File: src/rtl/agex_branch_predictor.sv
// agex_branch_predictor
//   Responder end of the FE/AGEX branch interface. Holds the global branch
//   history register (BHR), the gshare pattern table (PT) of 2-bit saturating
//   counters and the branch target buffer (BTB). Fetch lookups are purely
//   combinational; resolutions from AGEX update the tables at the next edge
//   and raise a registered one-cycle redirect (br_cond/newpc) on a mispredict.
//
// Ports
//   clk, reset          : clock, synchronous active-high reset
//   fe_pc               : fetch PC for the lookup
//   memaddr_pt/_btb     : lookup indices (gshare index, BTB index)
//   rd_val_*            : BHR, PT counter, BTB tag/target at the lookup index
//   btb_hit, pred_taken : lookup result (pred_taken forced 0 while busy)
//   res_*               : branch/jump resolution from AGEX
//   br_cond, newpc      : registered redirect to FE
//   busy                : table initialisation in progress
//   br_cnt, mispred_cnt : resolved branch/jump and mispredict counters
module agex_branch_predictor #(
  parameter int DBITS        = 32,
  parameter int PTINDEXBITS  = 8,
  parameter int BTBINDEXBITS = 4,
  parameter int TAGBITS      = DBITS - BTBINDEXBITS - 2
) (
  input  logic                    clk,
  input  logic                    reset,
  input  logic [DBITS-1:0]        fe_pc,
  output logic [PTINDEXBITS-1:0]  memaddr_pt,
  output logic [BTBINDEXBITS-1:0] memaddr_btb,
  output logic [PTINDEXBITS-1:0]  rd_val_bhr,
  output logic [1:0]              rd_val_pt,
  output logic [TAGBITS-1:0]      rd_val_btb_tag,
  output logic [DBITS-1:0]        rd_val_btb_value,
  output logic                    btb_hit,
  output logic                    pred_taken,
  input  logic                    res_valid,
  input  logic                    res_is_br,
  input  logic                    res_is_jmp,
  input  logic [DBITS-1:0]        res_pc,
  input  logic [PTINDEXBITS-1:0]  res_pt_idx,
  input  logic                    res_pred_taken,
  input  logic [DBITS-1:0]        res_pred_target,
  input  logic                    res_taken,
  input  logic [DBITS-1:0]        res_target,
  output logic                    br_cond,
  output logic [DBITS-1:0]        newpc,
  output logic                    busy,
  output logic [31:0]             br_cnt,
  output logic [31:0]             mispred_cnt
);

  localparam int PT_DEPTH  = 1 << PTINDEXBITS;
  localparam int BTB_DEPTH = 1 << BTBINDEXBITS;
  // BTB depth expressed in the init counter's width (+1 so it cannot overflow)
  localparam logic [PTINDEXBITS:0] BTB_DEPTH_W = (PTINDEXBITS+1)'(BTB_DEPTH);

  typedef enum logic {ST_INIT, ST_RUN} state_t;

  state_t                   state_q, state_d;
  logic [PTINDEXBITS-1:0]   cnt_q, cnt_d;
  logic [PTINDEXBITS-1:0]   bhr_q, bhr_d;
  logic                     br_cond_q, br_cond_d;
  logic [DBITS-1:0]         newpc_q, newpc_d;
  logic [31:0]              br_cnt_q, br_cnt_d;
  logic [31:0]              mispred_cnt_q, mispred_cnt_d;

  // Tables: written through a single write port each, read combinationally
  logic [1:0]               pt_q        [PT_DEPTH];
  logic                     btb_valid_q [BTB_DEPTH];
  logic [TAGBITS-1:0]       btb_tag_q   [BTB_DEPTH];
  logic [DBITS-1:0]         btb_value_q [BTB_DEPTH];

  logic                     pt_we;
  logic [PTINDEXBITS-1:0]   pt_waddr;
  logic [1:0]               pt_wdata;
  logic [1:0]               pt_old;
  logic                     btb_we;
  logic [BTBINDEXBITS-1:0]  btb_waddr;
  logic                     btb_wvalid;
  logic [TAGBITS-1:0]       btb_wtag;
  logic [DBITS-1:0]         btb_wvalue;

  logic                     upd;
  logic                     mispred;

  // Low PC bits are always zero for aligned fetch; not part of any index
  logic                     unused_fe_pc_lsbs;
  assign unused_fe_pc_lsbs = ^fe_pc[1:0];

  // ------------------------------------------------------------------
  // Fetch-time lookup (reads the pre-update table contents)
  // ------------------------------------------------------------------
  assign memaddr_pt       = fe_pc[PTINDEXBITS+1:2] ^ bhr_q;
  assign memaddr_btb      = fe_pc[BTBINDEXBITS+1:2];
  assign rd_val_bhr       = bhr_q;
  assign rd_val_pt        = pt_q[memaddr_pt];
  assign rd_val_btb_tag   = btb_tag_q[memaddr_btb];
  assign rd_val_btb_value = btb_value_q[memaddr_btb];
  assign btb_hit          = btb_valid_q[memaddr_btb] &&
                            (btb_tag_q[memaddr_btb] == fe_pc[DBITS-1:BTBINDEXBITS+2]);
  assign busy             = (state_q == ST_INIT);
  assign pred_taken       = btb_hit & rd_val_pt[1] & ~busy;

  assign br_cond          = br_cond_q;
  assign newpc            = newpc_q;
  assign br_cnt           = br_cnt_q;
  assign mispred_cnt      = mispred_cnt_q;

  // ------------------------------------------------------------------
  // Resolution decode
  // ------------------------------------------------------------------
  assign upd     = (state_q == ST_RUN) & res_valid & (res_is_br | res_is_jmp);
  assign mispred = (res_pred_taken != res_taken) |
                   (res_taken & (res_pred_target != res_target));
  assign pt_old  = pt_q[res_pt_idx];

  // ------------------------------------------------------------------
  // Next-state / table write logic
  // ------------------------------------------------------------------
  always_comb begin
    state_d       = state_q;
    cnt_d         = cnt_q;
    bhr_d         = bhr_q;
    br_cond_d     = 1'b0;
    newpc_d       = newpc_q;
    br_cnt_d      = br_cnt_q;
    mispred_cnt_d = mispred_cnt_q;
    pt_we         = 1'b0;
    pt_waddr      = '0;
    pt_wdata      = 2'b01;
    btb_we        = 1'b0;
    btb_waddr     = '0;
    btb_wvalid    = 1'b0;
    btb_wtag      = '0;
    btb_wvalue    = '0;

    if (state_q == ST_INIT) begin
      // Sweep every PT entry to weakly-not-taken; the BTB is smaller, so
      // only the first BTB_DEPTH steps of the sweep invalidate it.
      pt_we    = 1'b1;
      pt_waddr = cnt_q;
      pt_wdata = 2'b01;
      if ({1'b0, cnt_q} < BTB_DEPTH_W) begin
        btb_we    = 1'b1;
        btb_waddr = cnt_q[BTBINDEXBITS-1:0];
      end
      cnt_d = cnt_q + 1'b1;
      if (cnt_q == '1) begin
        state_d = ST_RUN;
      end
    end else if (upd) begin
      br_cnt_d = br_cnt_q + 32'd1;

      // A jump wins over the branch flag: only true branches train PT/BHR
      if (!res_is_jmp) begin
        pt_we    = 1'b1;
        pt_waddr = res_pt_idx;
        if (res_taken) begin
          pt_wdata = (pt_old == 2'b11) ? 2'b11 : pt_old + 2'd1;
        end else begin
          pt_wdata = (pt_old == 2'b00) ? 2'b00 : pt_old - 2'd1;
        end
        bhr_d = {bhr_q[PTINDEXBITS-2:0], res_taken};
      end

      if (res_taken) begin
        btb_we     = 1'b1;
        btb_waddr  = res_pc[BTBINDEXBITS+1:2];
        btb_wvalid = 1'b1;
        btb_wtag   = res_pc[DBITS-1:BTBINDEXBITS+2];
        btb_wvalue = res_target;
      end

      if (mispred) begin
        br_cond_d     = 1'b1;
        newpc_d       = res_taken ? res_target : res_pc + DBITS'(4);
        mispred_cnt_d = mispred_cnt_q + 32'd1;
      end
    end
  end

  // ------------------------------------------------------------------
  // State registers
  // ------------------------------------------------------------------
  always_ff @(posedge clk) begin
    if (reset) begin
      state_q       <= ST_INIT;
      cnt_q         <= '0;
      bhr_q         <= '0;
      br_cond_q     <= 1'b0;
      newpc_q       <= '0;
      br_cnt_q      <= '0;
      mispred_cnt_q <= '0;
    end else begin
      state_q       <= state_d;
      cnt_q         <= cnt_d;
      bhr_q         <= bhr_d;
      br_cond_q     <= br_cond_d;
      newpc_q       <= newpc_d;
      br_cnt_q      <= br_cnt_d;
      mispred_cnt_q <= mispred_cnt_d;
    end
  end

  // Table write ports; no writes on the reset cycle so a reset mid-run
  // cannot let a concurrent resolution slip into the tables.
  always_ff @(posedge clk) begin
    if (!reset && pt_we) begin
      pt_q[pt_waddr] <= pt_wdata;
    end
  end

  always_ff @(posedge clk) begin
    if (!reset && btb_we) begin
      btb_valid_q[btb_waddr] <= btb_wvalid;
      btb_tag_q[btb_waddr]   <= btb_wtag;
      btb_value_q[btb_waddr] <= btb_wvalue;
    end
  end

endmodule

File: config.mk
export PLATFORM = sky130hd
export DESIGN_NAME = agex_branch_predictor
export DESIGN_NICKNAME = d
export VERILOG_FILES = /design/src/rtl/agex_branch_predictor.sv
export SDC_FILE = /design/constraint.sdc
export NUM_CORES = 2
export LEC_CHECK = 0
export BUFFER_PORTS_ARGS = -buffer_cell sky130_fd_sc_hd__buf_2
export CORE_MARGIN = 1
export CORE_UTILIZATION = 55
export DETAILED_ROUTE_END_ITERATION = 16
export HOLD_SLACK_MARGIN = 0.05
export MAX_ROUTING_LAYER = met4
export PLACE_DENSITY_LB_ADDON = 0.2
export SYNTH_ARGS = -nofsm -noshare
export SYNTH_HDL_FRONTEND = slang
export SYNTH_SLANG_ARGS = --single-unit
File: constraint.sdc
create_clock -name clk -period 18.6 [get_ports clk]
set_clock_uncertainty 0.15 [all_clocks]
set_input_delay 1.86 -clock clk [delete_from_list [all_inputs] [get_ports clk]]
set_output_delay 1.86 -clock clk [all_outputs]
set_load 0.02 [all_outputs]
Word level (Yosys, flattened, before mapping):

Memory sizes are Yosys's and may differ from the RTL's.
Index checks and enable logic that the tools add are counted.
W data, S select, Z words.

* flip-flop bits (word level): 114
* bits in writable memories: 1456
* bits of input ports: 143
* output and inout bits: 180
* logic and storage cells: 78
* memories kept: 4

Memories
* btb_value_q: depth 16, width 32, rd ports 1, clocked after memory_dff 0, write ports 1, RTL line 70 `logic [DBITS-1:0] btb_value_q [BTB_DEPTH];`
* pt_q: depth 256, width 2, rd ports 2, clocked after memory_dff 0, write ports 1, RTL line 67 `logic [1:0] pt_q [PT_DEPTH];`
* btb_tag_q: depth 16, width 26, rd ports 1, clocked after memory_dff 0, write ports 1, RTL line 69 `logic [TAGBITS-1:0] btb_tag_q [BTB_DEPTH];`
* btb_valid_q: depth 16, width 1, rd ports 1, clocked after memory_dff 0, write ports 1, RTL line 68 `logic btb_valid_q [BTB_DEPTH];`

* add/subtract/negate cells: 6
* order comparisons: 1
* equality and inequality tests: 5
* mux-type cells: 35
* bitwise operators: 11
* reduce and logical (&&, ||, !) cells: 9

Operators with widths (number)
* $mux W32: 4
* $mux W26: 3
* $add A32 B1 Y32 const B: 2
* $add A32 B3 Y32 const B: 1
* $ne A32 B32 Y1: 1
* $eq A26 B26 Y1: 1
* $mux W8: 3
* $mux W4: 4
* $mux W1: 15
* $mux W2: 6
* $add A8 B1 Y8 const B: 1
* $eq A8 B8 Y1 const B: 1
* $lt A8 B5 Y1 const B: 1
* $xor A8 B8 Y8: 1
* $reduce_and A3 Y1: 2
* $and A1 B1 Y1: 5
* $logic_and A1 B1 Y1: 3
* $not A1 Y1: 3
* $reduce_or A3 Y1: 1
* $add A2 B1 Y2 const B: 1
* $eq A2 B2 Y1 const B: 1
* $logic_not A2 Y1: 1
* $or A1 B1 Y1: 2
* $reduce_and A2 Y1: 1
* other kinds (3): 3

Depth between registers and ports, before layout:

* depth in word-level cells: 7
* mapped depth: 13

Least setup slack after synthesis:

Ideal clock, no wire load.

* path type: input -> register
* start point: input port res_pt_idx[0]
* end point: memory pt_q[0][0], data pin
* setup time: 1728 ps
* arrival time: 11101 ps
* data required time: 16722 ps
* setup slack: 5621 ps
* stages: 10
* path buffers: 3
* cells stage by stage: buf_4 -> buf_4 -> buf_2 -> mux4_2 -> mux4_2 -> nor2b_1 -> a2111oi_0 -> nor4_1 -> nor3b_1 -> a31oi_1

* longest elaborated chain between the ends: 7
* elaborated cells on any way between the ends: 11
* those cells by class: 2 x add/sub; 1 x eq/ne; 6 x mux; 1 x reduce/logical; 1 x memory

RTL lines
* start, declared: RTL line 39 `input logic [PTINDEXBITS-1:0] res_pt_idx,`
* $mem_v2 Z256 W2 (*)
* $sub A2 B1 Y2 (tied with other cells): RTL line 160 `pt_wdata = (pt_old == 2'b00) ? 2'b00 : pt_old - 2'd1;`
* $mux W2 (on tied branches): RTL line 160, 158
* $mux W2 (*): RTL line 157 `if (res_taken) begin`
* $mux W2 (*): RTL line 154 `if (!res_is_jmp) begin`
* $mux W2 (*): RTL line 150 `end else if (upd) begin`
* $mux W2 (*): RTL line 136 `if (state_q == ST_INIT) begin`
* net pt_wdata[0]: RTL line 74 `logic [1:0] pt_wdata;`
* end, declared: RTL line 67

The timed path passes the listed nets; every way through them passes the cells marked *.

Worst setup path after layout:

* start point: input port fe_pc[3]
* end point: output port pred_taken

* longest elaborated chain between the ends: 5
* elaborated cells on any way between the ends: 8
* those cells by class: 1 x eq/ne; 3 x bitwise; 1 x reduce/logical; 3 x memory

RTL lines
* start, declared: RTL line 26 `input logic [DBITS-1:0] fe_pc,`
* branches (longest 3 deep; another with $mem_v2 Z256 W2)
* $and A1 B1 Y1 (*) (2 in a row): RTL line 101 `assign pred_taken = btb_hit & rd_val_pt[1] & ~busy;`
* end, declared: RTL line 34 `output logic pred_taken,`

Mark *: on every way between the ends.

==> flow_summary.yaml <==
routing:
  vias_per_cell: 6.59
  drt_first_pass_iters: 5
  post_drt_wl_per_cell_um: 30.9
  drt_iter0_markers: 4635
  wl_um: 182000
  drtAntennaViolNets: 0
  dr_total_vias: 38900
  drc: 0
clocking:
  cts_root_buf: "clkbuf_16"
  cts.sinks: 1570
  hold_buffers: 0
  cts-buffers-inserted: 160
  path_clk_slew_ns: 0.06
  cts-resized-gates: 0
  post_cts_buffers: 0
  clock_latency_ns: 0.80
  cts_buffer_depth: 3
  cts.htree.levels: 4
  tritoncts: "built"
power_and_ir_drop:
  vdd_ir_drop_max_v: 0.000107
  power_leakage_nw: 27.6
  power_density_nw_per_um2: 98.2
placement:
  port_buffers: 320
  pre_cts_ws_ns: 9.86
  place.gp.congestion: 0.904
  hpwlAfterDp_um: 109000
critical_path:
  worstSetupPathType: "input pin to primary output"
  critPathCaptureType: "primary output"
  worstSetupStartpointType: "input pin"
  path_max_fanout: 57
  crit_required_ns: 16.59
  cp_data_arrival_time_ns: 6.83
yosys:
  synth-seq-area-share_pct: 68.1
  synth-edff-count: 1456
  syn_nets: 3954
  synth-async-reset-ratio_pct: 0
  avgSynthCellArea_um2: 17.7
  ys.flop_type: "edfxtp_1"
  synth_cells: 3807
  ys_ff_latch: 1570
  ys.warnings.count: 0
  synth_cell_types: 63
  netlist_area_um2: 67600
die:
  die_y_um: 352
  core_um2: 122000
  io_pins: 323
  fp-row-count: 128
  die-area_um2: 124000
  die_x_um: 352
  start_util_pct: 55.4
sta:
  worst_pin_slew_ns: 1.30
  setup_viol: 0
  drv_slew: 0
  finalCritPeriodShare_pct: 47.5
  fin_ws_ns: 9.76
  finalHoldViolCount: 0
  fin_tns_setup_ns: 0
  rsz0062_at_grt: "no"
  fin_crit_ns: 8.84
  relSlewSlack_pct: 12.9
  fmax_mhz: 113
final_layout:
  layout-drive-gt1-share_pct: 28.2
  synthToLayoutAreaGrowth_pct: 13.0
  fill_cells: 8671
  nets: 4286
grt:
  grt_pass1_vias: 38600
  grt_max_degree: 141
  grt_pass1_wl_um: 265000
  grt_usage_pct: 30.4
  grt-ovfl-total: 0
  antenna_found_initial: 8
run_status:
  outcome: "finished clean"
flow_run:
  drv_cap: 0
hold_path:
  hp-class: "register to register"
[metrics by stage]
stage / total power (W) / util, % / area [um2] / hold WS [ns] / instances
finish: 0.00749 / 62.6 / 76300 / 0.331 / 5902
global route: 0.00768 / 62.6 / 76300 / 0.344 / 5899
CTS: 0.00752 / 62.6 / 76300 / 0.335 / 5894
detailed placement: 0.00431 / 58.3 / 71000 / 0.326 / 5602
global placement: 0.00431 / 58.3 / 71000 / 0.315 / 5602
floorplan: 0.00416 / - / 67600 / 0.347 / 3807
[state kept, by name, indices dropped and copies added (netlist names)]
signal,cells
cnt_q,8
pt_q,512
rd_val_bhr,8
state_q,1
mispred_cnt,32
newpc,32
br_cnt,32
br_cond,1
btb_value_q,512
btb_tag_q,416
btb_valid_q,16
[power by group]
group | switching [W] | total, W | internal (W)
clock network | 0.00136 | 0.00326 | 0.00190
registers | 0.00000618 | 0.00383 | 0.00383
logic | 0.000255 | 0.000401 | 0.000145
[area by class of cell]
| cell class | instances | area, um2 | share of cell area [%] |
|---|---|---|---|
| Timing Repair Buffer | 411 | 2360 | 3.09 |
| Tap cell | 1625 | 2030 | 2.66 |
| Multi-Input combinational cell | 1970 | 20500 | 26.9 |
| Antenna cell | 8 | 20.0 | 0.0262 |
| Sequential cell | 1570 | 46000 | 60.3 |
| Clock inverter | 84 | 955 | 1.25 |
| Inverter | 26 | 103 | 0.134 |
| Clock buffer | 208 | 4330 | 5.67 |
[synth_stat cells (20+ instances only)]
library cell	number	share of area (%)
edfxtp_1	1456	65
mux4_2	519	17
nor2_1	406	2.3
nand2_1	177	0.98
mux2i_1	166	2.5
clkbuf_1	129	0.72
dfxtp_1	114	3.4
xor2_1	81	1.1
and3_1	80	0.74
o21ai_0	71	0.53
xnor2_1	59	0.76
buf_2	53	0.39
nand3_1	46	0.34
o22ai_1	45	0.42
a21oi_1	43	0.32
nor3_1	34	0.25
nor4_1	32	0.30
buf_4	30	0.33
nand4_1	29	0.27
buf_1	26	0.14
a22oi_1	24	0.27
nor2b_1	20	0.19
[layer usage]
metal	global-route usage [%]	wire, um
met1	40.7	68800
met3	6.46	19300
met4	10.9	6690
met5	-	0
met2	46.6	87500
[path summary, 6_finish.rpt]
check / from / to / slack [ns] / depth (start not counted)
setup reg to reg: pt_q[55][0] / pt_q[63][0] / 13.57 / 9
setup / recovery: fe_pc[3] / pred_taken / 9.76 / 12
hold reg to reg: newpc[26] / newpc[26] / 0.33 / 2
hold / removal: newpc[26] / newpc[26] / 0.33 / 2
[critical path, cell delays in order]
cell      delay (ns)
buf_8           0.30
xnor2_2         0.41
inv_4           0.48
buf_4           0.81
buf_4           0.67
mux4_2          0.42
mux4_2          0.56
a211oi_1        0.39
nor3_1          0.09
o32a_1          0.23
and3_1          0.25
buf_2           0.18
[cells by family after synthesis]
kind of cell | share of synthesized area (%)
multiplexers | 19.9
flip-flops | 68.1
AND/OR/NAND/NOR | 5.96
buffers and inverters | 1.79
adder cells (fa/ha/maj) | 0.0741
XOR/XNOR | 1.86
AO/OA/AOI/OAI | 2.35
[cell usage in the layout, fill, tap and decap left out, drive strengths merged, types with 29 or more instances in the layout]
master / n
edfxtp: 1456
mux4: 519
buf: 410
nor2: 406
clkbuf: 209
nand2: 177
mux2i: 166
dfxtp: 114
xor2: 81
and3: 80
o21ai: 71
clkinv: 62
xnor2: 61
nand3: 46
o22ai: 45
a21oi: 43
nor3: 34
nor4: 34
nand4: 29
Power figures use the tool's default switching activity.
